## config.mk

```make
export PLATFORM = sky130hd
export DESIGN_NAME = dcmctrl_spi_master
export DESIGN_NICKNAME = d
export VERILOG_FILES = /design/src/rtl/dcmctrl_spi_master.sv
export SDC_FILE = /design/constraint.sdc
export NUM_CORES = 1
export LEC_CHECK = 0
export ABC_AREA = 1
export CELL_PAD_IN_SITES_DETAIL_PLACEMENT = 1
export CELL_PAD_IN_SITES_GLOBAL_PLACEMENT = 2
export CORE_MARGIN = 2
export CORE_UTILIZATION = 34
export DETAILED_ROUTE_END_ITERATION = 8
export HOLD_SLACK_MARGIN = 0.05
export MAX_ROUTING_LAYER = met4
export PLACE_DENSITY_LB_ADDON = 0.1
export SLEW_MARGIN = 20
export SYNTH_ARGS = -nofsm -noshare
export SYNTH_HDL_FRONTEND = slang
export SYNTH_SLANG_ARGS = --single-unit
```

## constraint.sdc

```tcl
create_clock -name clk -period 3.5 [get_ports clk]
set_clock_uncertainty 0.15 [all_clocks]
set_input_delay 0.35 -clock clk [delete_from_list [all_inputs] [get_ports clk]]
set_output_delay 0.35 -clock clk [all_outputs]
set_load 0.05 [all_outputs]
```

## src/rtl/dcmctrl_spi_master.sv

```systemverilog
// SPI initiator for the dcmctrl register file: one command becomes one chip-select
// frame of a header byte {write, addr} followed by 1..16 data bytes, MSB first.
//
// state | meaning
// IDLE  | cmd_ready high, waiting for a command
// SETUP | chip-select low, header MSB on MOSI, one half-period before the first rise
// HIGH  | spi_clk high; MISO sampled on the last cycle of the half-period
// LOW   | spi_clk low; next MOSI bit driven on entry
// STALL | write byte boundary with no wr_valid; clock parked low
// HOLD  | chip-select held low for one half-period after the last bit
// GAP   | chip-select high for one half-period, then done
module dcmctrl_spi_master #(
   parameter int CLK_DIV = 4
) (
   input  logic       clk,
   input  logic       reset_n,
   input  logic       cmd_valid,
   output logic       cmd_ready,
   input  logic       cmd_write,
   input  logic [6:0] cmd_addr,
   input  logic [3:0] cmd_len,
   input  logic       wr_valid,
   input  logic [7:0] wr_data,
   output logic       wr_ready,
   output logic       rd_valid,
   output logic [7:0] rd_data,
   output logic       busy,
   output logic       done,
   output logic       spi_ss,
   output logic       spi_clk,
   output logic       spi_mosi,
   input  logic       spi_miso
);

   typedef enum logic [2:0] {
      S_IDLE,
      S_SETUP,
      S_HIGH,
      S_LOW,
      S_STALL,
      S_HOLD,
      S_GAP
   } state_t;

   localparam logic [7:0] TMR_LOAD = 8'(CLK_DIV - 1);

   state_t     state, nxt_state;
   logic [7:0] tmr, nxt_tmr;
   logic [2:0] bit_idx, nxt_bit_idx;
   logic [3:0] bytes_left, nxt_bytes_left;
   logic       hdr_phase, nxt_hdr_phase;
   logic       is_write, nxt_is_write;
   logic [7:0] tx_sr, nxt_tx_sr;
   logic [7:0] rx_sr, nxt_rx_sr;
   logic       nxt_cmd_ready, nxt_wr_ready, nxt_rd_valid, nxt_busy, nxt_done;
   logic [7:0] nxt_rd_data;
   logic       nxt_spi_ss, nxt_spi_clk, nxt_spi_mosi;
   logic       tmr_zero;

   assign tmr_zero = (tmr == 8'd0);

   always_ff @(posedge clk or negedge reset_n) begin
      if (!reset_n) begin
         state      <= S_IDLE;
         tmr        <= 8'd0;
         bit_idx    <= 3'd7;
         bytes_left <= 4'd0;
         hdr_phase  <= 1'b0;
         is_write   <= 1'b0;
         tx_sr      <= 8'd0;
         rx_sr      <= 8'd0;
         cmd_ready  <= 1'b0;
         wr_ready   <= 1'b0;
         rd_valid   <= 1'b0;
         rd_data    <= 8'd0;
         busy       <= 1'b1;
         done       <= 1'b0;
         spi_ss     <= 1'b1;
         spi_clk    <= 1'b0;
         spi_mosi   <= 1'b0;
      end else begin
         state      <= nxt_state;
         tmr        <= nxt_tmr;
         bit_idx    <= nxt_bit_idx;
         bytes_left <= nxt_bytes_left;
         hdr_phase  <= nxt_hdr_phase;
         is_write   <= nxt_is_write;
         tx_sr      <= nxt_tx_sr;
         rx_sr      <= nxt_rx_sr;
         cmd_ready  <= nxt_cmd_ready;
         wr_ready   <= nxt_wr_ready;
         rd_valid   <= nxt_rd_valid;
         rd_data    <= nxt_rd_data;
         busy       <= nxt_busy;
         done       <= nxt_done;
         spi_ss     <= nxt_spi_ss;
         spi_clk    <= nxt_spi_clk;
         spi_mosi   <= nxt_spi_mosi;
      end
   end

   // Outputs are computed from the next state so every pin comes straight off a flop.
   // wr_ready is therefore high in the cycle after wr_data was captured, which still
   // reads as a plain valid/ready handshake to the producer.
   always_comb begin
      nxt_state      = state;
      nxt_tmr        = tmr_zero ? 8'd0 : tmr - 8'd1;
      nxt_bit_idx    = bit_idx;
      nxt_bytes_left = bytes_left;
      nxt_hdr_phase  = hdr_phase;
      nxt_is_write   = is_write;
      nxt_tx_sr      = tx_sr;
      nxt_rx_sr      = rx_sr;
      nxt_spi_mosi   = spi_mosi;
      nxt_rd_data    = rd_data;
      nxt_wr_ready   = 1'b0;
      nxt_rd_valid   = 1'b0;
      nxt_done       = 1'b0;

      case (state)
         S_IDLE: begin
            if (cmd_valid && cmd_ready) begin
               nxt_state      = S_SETUP;
               nxt_tmr        = TMR_LOAD;
               nxt_is_write   = cmd_write;
               nxt_tx_sr      = {cmd_write, cmd_addr};
               nxt_spi_mosi   = cmd_write;
               nxt_bit_idx    = 3'd7;
               nxt_bytes_left = cmd_len;
               nxt_hdr_phase  = 1'b1;
            end
         end
         S_SETUP: begin
            if (tmr_zero) begin
               nxt_state = S_HIGH;
               nxt_tmr   = TMR_LOAD;
            end
         end
         S_HIGH: begin
            if (tmr_zero) begin
               nxt_rx_sr = {rx_sr[6:0], spi_miso};
               nxt_tmr   = TMR_LOAD;
               if (bit_idx != 3'd0) begin
                  nxt_state    = S_LOW;
                  nxt_bit_idx  = bit_idx - 3'd1;
                  nxt_tx_sr    = {tx_sr[6:0], 1'b0};
                  nxt_spi_mosi = tx_sr[6];
               end else begin
                  if (!hdr_phase && !is_write) begin
                     nxt_rd_valid = 1'b1;
                     nxt_rd_data  = {rx_sr[6:0], spi_miso};
                  end
                  if (!hdr_phase && bytes_left == 4'd0) begin
                     nxt_state = S_HOLD;
                  end else begin
                     nxt_bit_idx   = 3'd7;
                     nxt_hdr_phase = 1'b0;
                     if (!hdr_phase)
                        nxt_bytes_left = bytes_left - 4'd1;
                     if (is_write) begin
                        if (wr_valid) begin
                           nxt_state    = S_LOW;
                           nxt_wr_ready = 1'b1;
                           nxt_tx_sr    = wr_data;
                           nxt_spi_mosi = wr_data[7];
                        end else begin
                           nxt_state = S_STALL;
                        end
                     end else begin
                        nxt_state    = S_LOW;
                        nxt_tx_sr    = 8'd0;
                        nxt_spi_mosi = 1'b0;
                     end
                  end
               end
            end
         end
         S_LOW: begin
            if (tmr_zero) begin
               nxt_state = S_HIGH;
               nxt_tmr   = TMR_LOAD;
            end
         end
         S_STALL: begin
            if (wr_valid) begin
               nxt_state    = S_LOW;
               nxt_tmr      = TMR_LOAD;
               nxt_wr_ready = 1'b1;
               nxt_tx_sr    = wr_data;
               nxt_spi_mosi = wr_data[7];
            end
         end
         S_HOLD: begin
            if (tmr_zero) begin
               nxt_state = S_GAP;
               nxt_tmr   = TMR_LOAD;
            end
         end
         S_GAP: begin
            if (tmr_zero) begin
               nxt_state = S_IDLE;
               nxt_done  = 1'b1;
            end
         end
         default: nxt_state = S_IDLE;
      endcase

      nxt_spi_clk   = (nxt_state == S_HIGH);
      nxt_spi_ss    = (nxt_state == S_IDLE) || (nxt_state == S_GAP);
      nxt_cmd_ready = (nxt_state == S_IDLE);
      nxt_busy      = !nxt_cmd_ready;
   end

endmodule

```

==> results.json <==
{
  "drv_slew": 0,
  "root_buffer": "clkbuf_8",
  "setup_viol_count_final": 0,
  "synth_edf_count": 0,
  "critical_path_class": "flip-flop to flip-flop",
  "fin_crit_ns": 2.28,
  "slew_headroom": 0.510,
  "rows": 32,
  "finalNonFillerCells": 479,
  "drv_cap": 0,
  "ir_worst_vdd_v": 0.000292,
  "post_cts_buffers": 0,
  "wl_per_cell_um": 13.8,
  "area_growth_pct": 22.9,
  "worstSetupEndpointType": "flip-flop",
  "critPathRequiredTime_ns": 3.58,
  "grt_setup_unrepaired": "no",
  "tightest_slew_ns": 0.735,
  "dp_hpwl_um": 4920,
  "ys_warn_count": 0,
  "crit_buf_inv": 2,
  "numCtsBuffers": 5,
  "die_y_um": 91.9,
  "drt-pass1-iter-count": 4,
  "drt-total-wl_um": 6610,
  "grt_pass1_wl_um": 11300,
  "grt_max_degree": 33,
  "hold_violations": 0,
  "gp_congestion": 0.775,
  "drive_gt1_frac": 0.111,
  "period_share": 0.652,
  "slowest_stage": "nor2_1",
  "status": "completed",
  "h-tree-depth": 2,
  "clk_path_buf_depth": 2,
  "grt_pass1_vias": 2312,
  "ioPinCount": 41,
  "synth_cell_type_count": 30,
  "fmax_mhz": 439,
  "p_leak_nw": 1.60,
  "ys_seq_elements": 50,
  "final_nets": 407,
  "cts.sinks": 50,
  "finalSetupTns_ns": 0,
  "synth_ff_type": "dfrtp_1",
  "power.total_mw": 2.52,
  "antenna_found_initial": 0,
  "p_per_area_nw_per_um2": 781,
  "insertion_delay_ns": 0.31,
  "avgSynthCellArea_sq_um": 7.91,
  "num_vias": 2257,
  "io_buffer_count": 40,
  "coreArea_sq_um": 7610,
  "drc": 0,
  "arrival_ns": 2.37,
  "seq_area_frac_synth": 0.479,
  "final_antenna_net_count": 0,
  "initial_core_util": 0.345,
  "grt_usage": 0.173,
  "dp.cells": 470,
  "grt_overflow_total": 0,
  "antennaDiodeCount": 0,
  "cts_resized": 0,
  "syn_inst": 332,
  "max_stage_delay_ns": 0.58,
  "syn_nets": 363,
  "detail_route.iter0.violations": 78,
  "clkTransAtPathRegs_ns": 0.11,
  "fill_cells": 939,
  "hold_path_class": "flip-flop to flip-flop",
  "worstPathCellList": "inv_1 > ha_1 > nand2_1 > inv_1 > nor2_1 > nand2_1 > nand3_1 > nand2_1 > o21ai_0",
  "fp.dieW_um": 91.9,
  "worstPathMaxFanout": 9,
  "synthArstFlopShare": 1.00,
  "path_delay_family": "simple AND/OR/NAND/NOR gates",
  "start_kind": "flip-flop",
  "cts_tree": "built",
  "viasPerCell": 4.71,
  "die_area_sq_um": 8450,
  "syn_area_sq_um": 2630,
  "worst_path_most_repeated_cell": "nand2_1"
}
-- logic make-up (layout without fill, tap and decap cells) --
family / after synthesis / after routing / synth area share
and+or+nand+nor: 163 / 163 / 0.271
xor gates and xnor gates: 6 / 6 / 0.0200
adders and majority gates: 6 / 6 / 0.0286
AOI/OAI and AO/OA: 56 / 56 / 0.122
DFF: 50 / 50 / 0.479
buffers and inverters: 51 / 96 / 0.0790
-- what timing repair did --
| item | in CTS | in global routing |
|---|---|---|
| hold endpoints to repair | 26 | 0 |
| hold buffers | 1 | 0 |
| setup endpoints to repair | 0 | 0 |
-- synthesized netlist by cell type (2+ instances only) --
library cell	count	area [sq um]
o21ai_0	33	165
nand2_1	97	364
ha_1	6	75.1
nand3_1	13	65.1
nor3_1	3	15.0
dfstp_2	5	131
dfrtp_1	45	1130
o21ai_2	9	78.8
nand2_2	7	43.8
xnor2_1	3	26.3
clkbuf_1	2	7.51
inv_1	43	161
nor2_1	33	124
inv_2	3	11.3
buf_6	2	22.5
a21oi_1	10	50.1
nor2_2	2	12.5
nand4_1	2	12.5
xor2_1	3	26.3
-- power by group --
part | total, mW | internal, mW | switching (mW)
registers | 0.940 | 0.800 | 0.140
clock network | 0.367 | 0.149 | 0.218
logic | 1.22 | 0.402 | 0.813
-- stage by stage --
step	cell area (sq um)	setup WS [ns]	hold slack (ns)	utilization
2_1_floorplan	2630	1.70	-0.0956	-
3_3_place_gp	3120	1.13	0.306	0.411
3_5_place_dp	3120	1.11	0.308	0.411
4_1_cts	3230	1.16	0.345	0.424
5_1_grt	3230	1.00	0.365	0.424
6_report	3230	1.22	0.337	0.424
-- cell usage in the layout, fill, tap and decap left out, types with 2 or more instances in the layout --
cell | netlist | routed
nand2_1 | 97 | 97
dfrtp_1 | 45 | 45
inv_1 | 43 | 43
clkdlybuf4s50_1 | 0 | 39
nor2_1 | 33 | 33
o21ai_0 | 33 | 33
nand3_1 | 13 | 13
a21oi_1 | 10 | 10
o21ai_2 | 9 | 9
nand2_2 | 7 | 7
ha_1 | 6 | 6
dfstp_2 | 5 | 5
clkbuf_8 | 0 | 5
xor2_1 | 3 | 3
inv_2 | 3 | 3
xnor2_1 | 3 | 3
nor3_1 | 3 | 3
inv_6 | 0 | 3
nor2_2 | 2 | 2
nand4_1 | 2 | 2
-- path summary, 6_finish.rpt --
kind | start | end | slack (ns) | cells past startpoint
worst max-delay path | bit_idx[0]$_DFFE_PN1P_ | tx_sr[3]$_DFFE_PN0P_ | 1.22 | 9
worst min-delay path | rx_sr[6]$_DFFE_PN0P_ | rd_data[7]$_DFFE_PN0P_ | 0.34 | 2
worst max register to register | bit_idx[0]$_DFFE_PN1P_ | tx_sr[3]$_DFFE_PN0P_ | 1.22 | 9
worst min register to register | rx_sr[6]$_DFFE_PN0P_ | rd_data[7]$_DFFE_PN0P_ | 0.34 | 2
max in group asynchronous | reset_n | is_write$_DFFE_PN0P_ | 1.98 | 3
min in group asynchronous | reset_n | bytes_left[0]$_DFFE_PN0P_ | 0.47 | 2
-- registers in the layout (all words and copies together) (netlist names), 3 cells and up --
register,flops
rx_sr,7
tx_sr,7
tmr,8
bit_idx,3
bytes_left,4
rd_data,8
state,3
-- layout make-up --
type | count | area [sq um] | area share
flip-flops and latches | 50 | 1260 | 0.390
multi-input cells | 231 | 1160 | 0.360
repair buffers | 42 | 413 | 0.128
inverters | 46 | 173 | 0.0535
well taps | 102 | 128 | 0.0395
clock buffers | 5 | 68.8 | 0.0213
clock inverters | 3 | 26.3 | 0.00814
-- layer usage --
| layer | vias up | GRT usage | share of wire |
|---|---|---|---|
| li1 | 1134 | - | - |
| met1 | 1086 | 0.233 | 0.49 |
| met2 | 31 | 0.276 | 0.47 |
| met3 | 6 | 0.0271 | 0.028 |
| met4 | 0 | 0.0410 | 0.011 |
| met5 | - | - | 0 |
-- worst reg2reg max path, stage by stage (launching register included) --
cell and delay, ns:
dfstp_2 0.54, inv_1 0.06, ha_1 0.20, nand2_1 0.11, inv_1 0.14, nor2_1 0.58, nand2_1 0.14, nand3_1 0.12
nand2_1 0.06, o21ai_0 0.11
Power figures use the tool's default switching activity.
